File: config.mk
export PLATFORM = sky130hd
export DESIGN_NAME = spi_reg_slave
export DESIGN_NICKNAME = d
export VERILOG_FILES = /design/src/rtl/spi_reg_pkg.sv /design/src/rtl/spi_sync_edge.sv /design/src/rtl/spi_reg_slave.sv
export SDC_FILE = /design/constraint.sdc
export NUM_CORES = 1
export LEC_CHECK = 0
export CORE_MARGIN = 3
export CORE_UTILIZATION = 40
export DETAILED_ROUTE_END_ITERATION = 10
export PLACE_DENSITY_LB_ADDON = 0.2
export SLEW_MARGIN = 20
export SYNTH_ARGS = -nofsm -noshare
export SYNTH_HDL_FRONTEND = slang
export SYNTH_HIERARCHICAL = 1
export SYNTH_SLANG_ARGS = --single-unit
export TNS_END_PERCENT = 50
File: constraint.sdc
create_clock -name line_clk -period 2.65 [get_ports line_clk]
set_input_delay 0.53 -clock line_clk [delete_from_list [all_inputs] [get_ports line_clk]]
set_output_delay 0.53 -clock line_clk [all_outputs]
set_load 0.05 [all_outputs]
File: src/rtl/spi_reg_pkg.sv
// spi_reg_pkg: shared state encoding and command-byte layout for the SPI register responder.
package spi_reg_pkg;
  typedef enum logic [2:0] {IDLE, CMD, RD_WAIT, RDATA, WDATA, DONE} state_t;
  localparam int CMD_W = 8;
  localparam int RW_BIT = 7;
endpackage

File: src/rtl/spi_sync_edge.sv
// spi_sync_edge: multi-flop synchronizer with registered-history rise/fall detection.
module spi_sync_edge #(
  parameter int STAGES = 2
) (
  input  logic clk,
  input  logic rst,
  input  logic d,
  output logic rise,
  output logic fall
);
  logic [STAGES-1:0] sync_q, sync_d;
  logic s_q;
  always_comb sync_d = {sync_q[STAGES-2:0], d};
  always_ff @(posedge clk or posedge rst) begin
    if (rst) begin
      sync_q <= '0;
      s_q <= 1'b0;
    end else begin
      sync_q <= sync_d;
      s_q <= sync_q[STAGES-1];
    end
  end
  assign rise = sync_q[STAGES-1] & ~s_q;
  assign fall = ~sync_q[STAGES-1] & s_q;
endmodule

File: src/rtl/spi_reg_slave.sv
// spi_reg_slave: oversampled SPI mode-0 responder turning {rw,addr}+data frames into register strobes.
module spi_reg_slave
  import spi_reg_pkg::*;
#(
  parameter int ADDR_W = 7,
  parameter int DATA_W = 8,
  parameter int SYNC_STAGES = 2
) (
  input  logic              line_clk,
  input  logic              line_reset,
  input  logic              sck,
  input  logic              cs_n,
  input  logic              si,
  output logic              so,
  output logic              so_oe,
  output logic [ADDR_W-1:0] reg_addr,
  output logic [DATA_W-1:0] reg_wdata,
  output logic              reg_wr,
  output logic              reg_rd,
  input  logic [DATA_W-1:0] reg_rdata,
  output logic              frm_err
);
  localparam int CNT_W = $clog2(DATA_W + 1);
  logic sck_rise, sck_fall, cs_rise, cs_fall, si_s;
  logic [SYNC_STAGES-1:0] si_sync_q, si_sync_d;
  state_t state_q, state_d;
  logic [CNT_W-1:0] bit_cnt_q, bit_cnt_d;
  logic [CMD_W-2:0] cmd_q, cmd_d;
  logic [CMD_W-1:0] cmd_shift;
  logic [DATA_W-2:0] rx_q, rx_d, tx_q, tx_d;
  logic [DATA_W-1:0] rx_shift;
  logic [ADDR_W-1:0] reg_addr_q, reg_addr_d;
  logic [DATA_W-1:0] reg_wdata_q, reg_wdata_d;
  logic reg_wr_q, reg_wr_d, reg_rd_q, reg_rd_d, frm_err_q, frm_err_d;
  logic so_q, so_d, so_oe_q, so_oe_d, rd_frame_q, rd_frame_d, err_seen_q, err_seen_d;
  spi_sync_edge #(.STAGES(SYNC_STAGES)) u_sck (
    .clk(line_clk), .rst(line_reset), .d(sck), .rise(sck_rise), .fall(sck_fall)
  );
  // Sync flops reset low, so a cs_n held low across reset yields no fall until it has risen.
  spi_sync_edge #(.STAGES(SYNC_STAGES)) u_cs (
    .clk(line_clk), .rst(line_reset), .d(cs_n), .rise(cs_rise), .fall(cs_fall)
  );
  assign si_sync_d = {si_sync_q[SYNC_STAGES-2:0], si};
  assign si_s = si_sync_q[SYNC_STAGES-1];
  assign cmd_shift = {cmd_q, si_s};
  assign rx_shift = {rx_q, si_s};
  always_comb begin
    state_d = state_q;
    bit_cnt_d = bit_cnt_q;
    cmd_d = cmd_q;
    rx_d = rx_q;
    tx_d = tx_q;
    so_d = so_q;
    reg_addr_d = reg_addr_q;
    reg_wdata_d = reg_wdata_q;
    rd_frame_d = rd_frame_q;
    err_seen_d = err_seen_q;
    reg_wr_d = 1'b0;
    reg_rd_d = 1'b0;
    frm_err_d = 1'b0;
    if (cs_rise && state_q inside {CMD, RD_WAIT, RDATA, WDATA}) begin
      state_d = IDLE;
      frm_err_d = 1'b1;
    end else begin
      case (state_q)
        IDLE: if (cs_fall) begin
          state_d = CMD;
          bit_cnt_d = '0;
          cmd_d = '0;
          rd_frame_d = 1'b0;
          err_seen_d = 1'b0;
        end
        CMD: if (sck_rise) begin
          cmd_d = cmd_shift[CMD_W-2:0];
          bit_cnt_d = bit_cnt_q + 1'b1;
          if (bit_cnt_q == CNT_W'(CMD_W - 1)) begin
            reg_addr_d = cmd_shift[ADDR_W-1:0];
            bit_cnt_d = '0;
            rd_frame_d = cmd_shift[RW_BIT];
            reg_rd_d = cmd_shift[RW_BIT];
            state_d = cmd_shift[RW_BIT] ? RD_WAIT : WDATA;
          end
        end
        RD_WAIT: if (!reg_rd_q) begin
          tx_d = reg_rdata[DATA_W-2:0];
          so_d = reg_rdata[DATA_W-1];
          state_d = RDATA;
        end
        // The command's last sck fall lands here before any data rise; it must not shift.
        RDATA: if (sck_rise) begin
          bit_cnt_d = bit_cnt_q + 1'b1;
          state_d = (bit_cnt_q == CNT_W'(DATA_W - 1)) ? DONE : RDATA;
        end else if (sck_fall && bit_cnt_q != '0) begin
          so_d = tx_q[DATA_W-2];
          tx_d = {tx_q[DATA_W-3:0], 1'b0};
        end
        WDATA: if (sck_rise) begin
          rx_d = rx_shift[DATA_W-2:0];
          bit_cnt_d = bit_cnt_q + 1'b1;
          if (bit_cnt_q == CNT_W'(DATA_W - 1)) begin
            reg_wdata_d = rx_shift;
            reg_wr_d = 1'b1;
            state_d = DONE;
          end
        end
        DONE: if (cs_rise) state_d = IDLE;
          else if (sck_rise && !err_seen_q) begin
            frm_err_d = 1'b1;
            err_seen_d = 1'b1;
          end
        default: state_d = IDLE;
      endcase
    end
    so_oe_d = rd_frame_d && (state_d inside {RD_WAIT, RDATA, DONE});
  end
  always_ff @(posedge line_clk or posedge line_reset) begin
    if (line_reset) begin
      si_sync_q <= '0;
      state_q <= IDLE;
      bit_cnt_q <= '0;
      cmd_q <= '0;
      rx_q <= '0;
      tx_q <= '0;
      so_q <= 1'b0;
      so_oe_q <= 1'b0;
      reg_addr_q <= '0;
      reg_wdata_q <= '0;
      reg_wr_q <= 1'b0;
      reg_rd_q <= 1'b0;
      frm_err_q <= 1'b0;
      rd_frame_q <= 1'b0;
      err_seen_q <= 1'b0;
    end else begin
      si_sync_q <= si_sync_d;
      state_q <= state_d;
      bit_cnt_q <= bit_cnt_d;
      cmd_q <= cmd_d;
      rx_q <= rx_d;
      tx_q <= tx_d;
      so_q <= so_d;
      so_oe_q <= so_oe_d;
      reg_addr_q <= reg_addr_d;
      reg_wdata_q <= reg_wdata_d;
      reg_wr_q <= reg_wr_d;
      reg_rd_q <= reg_rd_d;
      frm_err_q <= frm_err_d;
      rd_frame_q <= rd_frame_d;
      err_seen_q <= err_seen_d;
    end
  end
  assign so = so_q & so_oe_q;
  assign so_oe = so_oe_q;
  assign reg_addr = reg_addr_q;
  assign reg_wdata = reg_wdata_q;
  assign reg_wr = reg_wr_q;
  assign reg_rd = reg_rd_q;
  assign frm_err = frm_err_q;
endmodule

After elaboration in Yosys (flattened, before gate mapping) --
Index checks and enable logic that the tools add are counted.
Storage, ports and cells: register bits 58, bits of input ports 13
Cells by class: $add $sub $neg 1, eq/ne operators 17, mux-type cells 49, bitwise operators 10, reduce and logical (&&, ||, !) cells 21
Operator list (number):
- two-way mux 7 bit | 5
- two-way mux 3 bit | 11
- case mux 7 bit (2 select lines) | 2
- two-way mux 1 bit | 22
- case mux 3 bit (6 select lines) | 1
- two-way mux 4 bit | 4
- AND reduction 5 bit | 3
- equality test 3 x 2 -> 1 bit, second input constant | 4
- inequality test 2 bit, second input constant | 6
- case mux 4 bit (3 select lines) | 1
- AND reduction 4 bit | 3
- equality test 3 bit, second input constant | 3
- nonzero test 4 bit | 2
- case mux 1 bit (2 select lines) | 3
- nonzero test 2 bit | 3
- nonzero test 3 bit | 2
- AND 1 bit | 5
- NOT 1 bit | 5
- adder 4 x 1 -> 4 bit, second input constant | 1
- equality test 4 x 3 -> 1 bit, second input constant | 1
- logical AND 1 bit | 4
- inequality test 2 x 1 -> 1 bit, second input constant | 2
- equality test 3 x 1 -> 1 bit, second input constant | 1
- logical NOT 3 bit | 1
- 3 further kinds | 3

Longest topological paths before layout --
Gate-level depths: netlist of run 1.
word-level depth 8, gate-level depth with buffers 7

Cells and area by module --
The synthesis of run 1 kept the hierarchy.
Modules (own cells, without submodules):
- spi_reg_slave | times used 1, cells each 217, area each 2414.8 um^2, seq. area each 1301.2 um^2
- spi_sync_edge | times used 2, cells each 6, area each 93.8 um^2, seq. area each 75.1 um^2

Worst setup path after synthesis of run 1 --
No wires, ideal clock.
path kind reg-to-reg, start reg u_cs.s_q, end reg bit_cnt_q[0], arrival 1.614 ns, slack 0.912 ns, cell stages (with the launch flop) 7, clock period less this slack 1.738 ns, cell sequence dfrtp_1 nor2b_1 and3b_1 clkbuf_2 o21a_1 nor2_1 mux2_2
Between the ends: word-level cells in the longest chain between the ends 5
RTL lines:
- start, declared | RTL line spi_sync_edge.sv:12 | logic s_q;
- start signal, assigned | RTL line spi_sync_edge.sv:20 | s_q <= sync_q[STAGES-1];
- NOT 1 bit | RTL line spi_sync_edge.sv:23 | assign rise = sync_q[STAGES-1] & ~s_q;
- AND 1 bit | RTL line spi_sync_edge.sv:23
- named net cs_rise | RTL line spi_reg_slave.sv:24 | logic sck_rise, sck_fall, cs_rise, cs_fall, si_s;
- logical AND 1 bit | RTL line spi_reg_slave.sv:61 | if (cs_rise && state_q inside {CMD, RD_WAIT, RDATA, WDATA}) begin
- NOT 1 bit (no source line)
- AND reduction 5 bit (no source line)
- end signal, assigned | RTL line spi_reg_slave.sv:136 | bit_cnt_q <= bit_cnt_d;
- end, declared | RTL line spi_reg_slave.sv:27 | logic [CNT_W-1:0] bit_cnt_q, bit_cnt_d;
The timed path passes the listed nets, and every way through them passes these cells. A chain may end at the register's enable or synchronous reset.

Worst setup path after layout of run 1 --
start reg so_oe_q (netlist: so_oe), end out so
Between the ends: word-level cells in the longest chain between the ends 1
RTL lines:
- start, declared | RTL line spi_reg_slave.sv:35 | logic so_q, so_d, so_oe_q, so_oe_d, rd_frame_q, rd_frame_d, err_seen_q, err_seen_d;
- start signal, assigned | RTL line spi_reg_slave.sv:141 | so_oe_q <= so_oe_d;
- AND 1 bit | RTL line spi_reg_slave.sv:151 | assign so = so_q & so_oe_q;
- end, declared | RTL line spi_reg_slave.sv:14 | output logic so,
No other way between the ends.

==> impl_metrics.py, run 1 <==
metrics = {
    "yosys": {
        "synthFlopType": "dfrtp_1",
        "ys_seq_elements": 58,
        "syn_area_per_cell_sq_um": 11.4,
        "synth_cell_types": 49,
        "async_flop_share_pct": 100,
        "yosys-top-cells-area": "dfrtp_1 (56%), mux2_2 (13%), nand2_1 (6.2%)",
        "synth_edf_count": 0,
        "syn_inst": 229,
        "synth_top_area_cell": "dfrtp_1",
        "yosysSeqAreaShare_pct": 55.8,
        "synth_area_sq_um": 2600,
        "synth-warning-count": 6,
        "syn-num-nets": 244,
        "synth_top_cell_area_share_pct": 55.8,
    },
    "final_layout": {
        "layout.area.seq_sq_um": 1450,
        "num-nets-final": 282,
        "drive_above_1_share_pct": 21.4,
        "fin_util_pct": 52.8,
        "fin_area_sq_um": 3220,
        "n_fill_cell": 555,
        "diodes": 0,
        "area_growth_pct": 23.8,
        "multi_input_area_sq_um": 1060,
    },
    "global_route": {
        "grt-ovfl-total": 0,
        "grt_max_degree": 33,
        "grt_pass1_wl_mm": 8.46,
        "grt_use_total_pct": 14.5,
        "antenna_found_initial": 0,
        "first_global_vias": 1760,
    },
    "setup_path": {
        "reg2reg_from": "u_sck/sync_q[1]",
        "crit_required_ns": 2.12,
        "cp-startpoint": "so_oe",
        "ff2ff_path_depth": 5,
        "crit_type": "register to output port",
        "cp.arrival_ns": 1.57,
        "cp_cell_sequence": "and2_1 > clkdlybuf4s50_1",
        "start_kind": "register",
        "reg2reg_to": "reg_wdata[7]",
        "cp_slowest_cell": "clkdlybuf4s50_1",
        "critPathMaxFanout": 2,
        "r2r_slack_ns": 0.62,
        "cp-end-kind": "output port",
        "slowest_delay_ns": 0.79,
    },
    "die": {
        "core-area_sq_um": 6100,
        "die_w_um": 86.7,
        "start_util_pct": 42.7,
        "ioPinCount": 33,
        "num_rows": 28,
        "dieArea_sq_um": 7510,
        "die_h_um": 86.7,
    },
    "timing": {
        "finalHoldViolCount": 0,
        "max_freq_ghz": 0.477,
        "fin_tns_setup_ns": 0,
        "tightest_slew_ns": 0.519,
        "whs_ns": 0.351,
        "maxSlewViolCount": 0,
        "min_period_over_period_pct": 79.2,
        "setup_viol": 0,
        "rsz0062_at_grt": "no",
        "fin_worst_skew_ns": 0.00521,
        "timing.slew.headroom_pct": 65.4,
        "min_period_ns": 2.10,
    },
    "routing": {
        "first_iter_violations": 167,
        "viasPerCell": 5.13,
        "drt-pass1-iter-count": 4,
        "avgRoutedWirePerCell_um": 13.8,
        "postRouteAntennaNets": 0,
        "routed_wl_mm": 4.77,
        "drc_errors": 0,
        "via_count": 1776,
    },
    "cts": {
        "post_cts_resized": 0,
        "clk_path_buf_depth": 2,
        "post_cts_buffers": 0,
        "ctsHoldBuffers": 0,
        "clock_sinks": 58,
        "clk_pin_slew_ns": 0.06,
        "cts-root-buf": "clkbuf_8",
        "numCtsBuffers": 9,
        "h-tree-depth": 3,
        "worstSkewPairLatency_ns": 0.32,
        "cts_tree": "built",
    },
    "min_path": {
        "hold_end": "u_cs/sync_q[1]",
        "worstHoldPathCells": 0,
        "hold_class": "register to register",
        "min_from": "u_cs/sync_q[0]",
    },
    "pwr": {
        "peakVddDrop_uv": 372,
        "p_per_area_nw_per_um2": 654,
        "p_leak_uw": 0.00155,
    },
    "placed_design": {
        "hpwl_mm": 3.27,
        "portBuffers": 32,
        "gp_congestion": 0.876,
        "place_area_sq_um": 3000,
    },
    "job": {
        "drv_cap": 0,
    },
    "status": {
        "status": "complete, no violations",
    },
}
routing by layer:
metal | global-route usage (%) | vias up | routed length (um)
met5 | 0 | - | 0
met4 | 6.52 | 0 | 83
met3 | 4.18 | 10 | 222
met2 | 20.9 | 49 | 2110
met1 | 20.3 | 851 | 2360
li1 | - | 866 | -
flip-flops by register name, indices dropped and copies added, names as in the netlist, 2 cells and up:
| signal | cells |
|---|---|
| bit_cnt_q | 4 |
| tx_q | 7 |
| u_cs/sync_q | 2 |
| rx_q | 7 |
| u_sck/sync_q | 2 |
| state_q | 3 |
| cmd_q | 7 |
| reg_wdata | 8 |
| si_sync_q | 2 |
| reg_addr | 7 |
layout by cell type, fill, tap and decap left out, drive strengths merged, types with 2 or more instances in the layout:
cell and instances:
nor2b 5, dfrtp 58, clkdlybuf4s50 32, and3b 2, nor2 10, o21ai 14
and2b 3, nand2 44, a22oi 3, ha 2, nand3 5, bufinv 2
mux2 30, o311a 2, nand2b 5, nor3 5, nor3b 2, clkbuf 13
inv 12, a21oi 3, buf 2
power breakdown:
group          internal, uW  switching (uW)  leakage, uW
sequential              947            53.7     0.000767
combinational          92.0             115     0.000676
clock                   577             323     0.000110
total                  1620             491      0.00155
metrics by stage:
step	worst slack (ns)	cells	total power, uW
5_1_grt	0.438	346	2220
3_5_place_dp	0.608	331	1230
4_1_cts	0.519	346	2140
2_1_floorplan	0.862	229	1150
3_3_place_gp	0.605	331	1220
6_report	0.551	346	2110
synthesized netlist by cell type, types with 2 or more instances:
master    number
nor3b_1        2
buf_2          3
ha_1           2
nand3_1        4
and3b_1        2
nor2_1         9
a21oi_1        3
o311a_1        2
nand2b_1       4
and2b_2        2
nor2b_1        5
mux2_2        29
dfrtp_1       58
inv_1         12
nand2_1       43
a22oi_1        3
o21ai_0       12
nor3_1         3
critical path: cells and delay by family (launching register included):
kind	cells	cell delay [ns]
simple gates	1	0.12
flops	1	0.34
buf+inv	1	0.79
layout make-up:
cell class              count  area share (%)
well taps                  75            2.91
multi-input cells         152            33.0
flip-flops and latches     58            45.1
clock buffers              13            4.93
repair buffers             34            10.8
clock inverters             2            1.86
inverters                  12            1.40
how the worst max path moves through the flow:
stage,end,slack [ns]
CTS,so,0.52
global route,reg_wdata[7],0.44
global placement,reg_wdata[7],0.60
floorplan,bit_cnt_q[0],0.86
finish,so,0.55
detailed placement,reg_wdata[7],0.61
cells by family (layout without fill, tap and decap cells):
family	after synthesis	count (layout)	share of synthesized area (%)
simple gates	89	89	18.1
fa+ha+maj	2	2	0.961
flops	58	58	55.8
compound gates	31	31	8.65
buf+inv	19	61	3.36
mux	30	30	13.1
Note: power is estimated with default switching activity, not from simulation.
==> run 2: changes to the inputs <==
- clock period: 2.65 -> 1.7 ns (I/O delays scaled with it)
==> impl_metrics.py, run 2 (synthesis gave the netlist of run 1 again) <==
metrics = {
    "job": {
        "drv_cap": 0,
    },
    "final_layout": {
        "n_fill_cell": 564,
        "mostFrequentLayoutCell": "dfrtp_1",
        "final_cell_mix": "dfrtp_1 (58), nand2_1 (43), buf_4 (42)",
        "diodes": 0,
        "area_growth_pct": 28.1,
        "largest_register_ffs": 8,
        "drive_above_1_share_pct": 36.3,
        "num-nets-final": 305,
        "multi_input_area_sq_um": 1090,
        "layout.area.seq_sq_um": 1450,
    },
    "timing": {
        "fin_tns_setup_ns": 0,
        "min_period_ns": 1.68,
        "maxSlewViolCount": 0,
        "fin_worst_skew_ns": 0.00729,
        "rsz0062_at_grt": "yes",
        "min_period_over_period_pct": 99.1,
        "finalHoldViolCount": 0,
        "max_freq_ghz": 0.594,
        "timing.slew.headroom_pct": 76.2,
        "setup_viol": 0,
        "tightest_slew_ns": 0.357,
    },
    "cts": {
        "h-tree-depth": 3,
        "clock_sinks": 58,
        "cts-root-buf": "clkbuf_8",
        "ctsHoldBuffers": 0,
        "post_cts_buffers": 0,
        "cts_tree": "built",
        "clk_path_buf_depth": 2,
        "numCtsBuffers": 9,
        "clk_pin_slew_ns": 0.07,
        "worstSkewPairLatency_ns": 0.34,
    },
    "routing": {
        "postRouteAntennaNets": 0,
        "viasPerCell": 4.92,
        "first_iter_violations": 96,
        "drt-pass1-iter-count": 4,
        "routed_wl_mm": 5.05,
        "via_count": 1820,
        "avgRoutedWirePerCell_um": 13.6,
        "drc_errors": 0,
    },
    "setup_path": {
        "critPathMaxFanout": 8,
        "crit_top_cell": "inv_1",
        "cp_slowest_cell": "dfrtp_1",
        "start_kind": "register",
        "cp_top_family": "compound AO/OA/AOI/OAI gates",
        "cp_cell_sequence": "inv_1 > ha_1 > inv_1 > o311a_1 > o21ai_2 > buf_6 > mux2_2",
        "crit_required_ns": 1.92,
        "cp.arrival_ns": 1.91,
        "crit_type": "register to register",
        "timing.critical_path.buf_inv": 3,
        "cp-end-kind": "register",
        "slowest_delay_ns": 0.40,
    },
    "pwr": {
        "p_leak_uw": 0.00170,
        "peakVddDrop_uv": 717,
        "p_total_uw": 3050,
        "p_per_area_nw_per_um2": 915,
    },
    "die": {
        "die_h_um": 86.7,
        "core-area_sq_um": 6100,
        "num_rows": 28,
        "start_util_pct": 42.7,
        "ioPinCount": 33,
        "die_w_um": 86.7,
        "dieArea_sq_um": 7510,
    },
    "global_route": {
        "grt_use_total_pct": 15.0,
        "grt_pass1_wl_mm": 8.64,
        "grt-ovfl-total": 0,
        "first_global_vias": 1801,
        "antenna_found_initial": 0,
        "grt_max_degree": 28,
    },
    "placed_design": {
        "hpwl_mm": 3.58,
        "gp_congestion": 0.894,
        "portBuffers": 32,
    },
    "status": {
        "status": "complete, no violations",
    },
    "min_path": {
        "hold_class": "primary input to async pin",
    },
}
-- run 2: cell type report --
type / instances / area share [%]
Sequential cell: 58 / 43.5
Clock buffer: 11 / 4.24
Inverter: 12 / 1.35
Multi-Input combinational cell: 152 / 32.6
Clock inverter: 5 / 0.901
Timing Repair Buffer: 57 / 14.6
Tap cell: 75 / 2.81
-- run 2: path summary, 6_finish.rpt --
path	from	to	slack (ns)	cells after the start
max	bit_cnt_q[1]	tx_q[3]	0.02	7
min	line_reset	u_cs/sync_q[1]	0.24	2
max reg2reg	bit_cnt_q[1]	tx_q[3]	0.02	7
min reg2reg	u_sck/sync_q[0]	u_sck/sync_q[1]	0.35	0
max in group asynchronous	line_reset	tx_q[3]	1.00	3
min in group line_clk	u_sck/sync_q[0]	u_sck/sync_q[1]	0.35	0
-- run 2: stage by stage --
step                      instances  utilization (%)  hold slack [ns]  setup slack, ns  area (sq um)
after floorplan                 229                -           0.0936           0.0387          2610
after global placement          354             51.5            0.331           -0.105          3140
after detailed placement        354             51.5            0.336          -0.0860          3140
after CTS                       370             54.5            0.236          0.00461          3320
after global routing            370             54.7            0.277          -0.0631          3330
final                           370             54.7            0.236           0.0156          3330
-- run 2: repair_timing --
action,CTS,global route
pin swaps,0,0
gates resized for setup,3,6
endpoints found under the setup margin,23,27
-- run 2: worst register-to-register path: stages, from the launching register on --
cell	delay [ns]
dfrtp_1	0.40
inv_1	0.07
ha_1	0.14
inv_1	0.04
o311a_1	0.31
o21ai_2	0.13
buf_6	0.15
mux2_2	0.34
-- run 2: per-layer routing --
metal | global-route usage [%] | wire (um) | part of all wire [%] | vias to the layer above
met5 | 0 | 0 | 0 | -
met4 | 6.37 | 96 | 1.9 | 0
met3 | 4.75 | 265 | 5.3 | 9
met2 | 21.1 | 2190 | 43 | 40
met1 | 21.2 | 2500 | 50 | 862
li1 | - | - | - | 909
-- run 2: where the power goes --
group	total [uW]	switching, uW	internal [uW]
registers	1550	70.2	1480
logic	410	210	200
clock network	1100	537	559
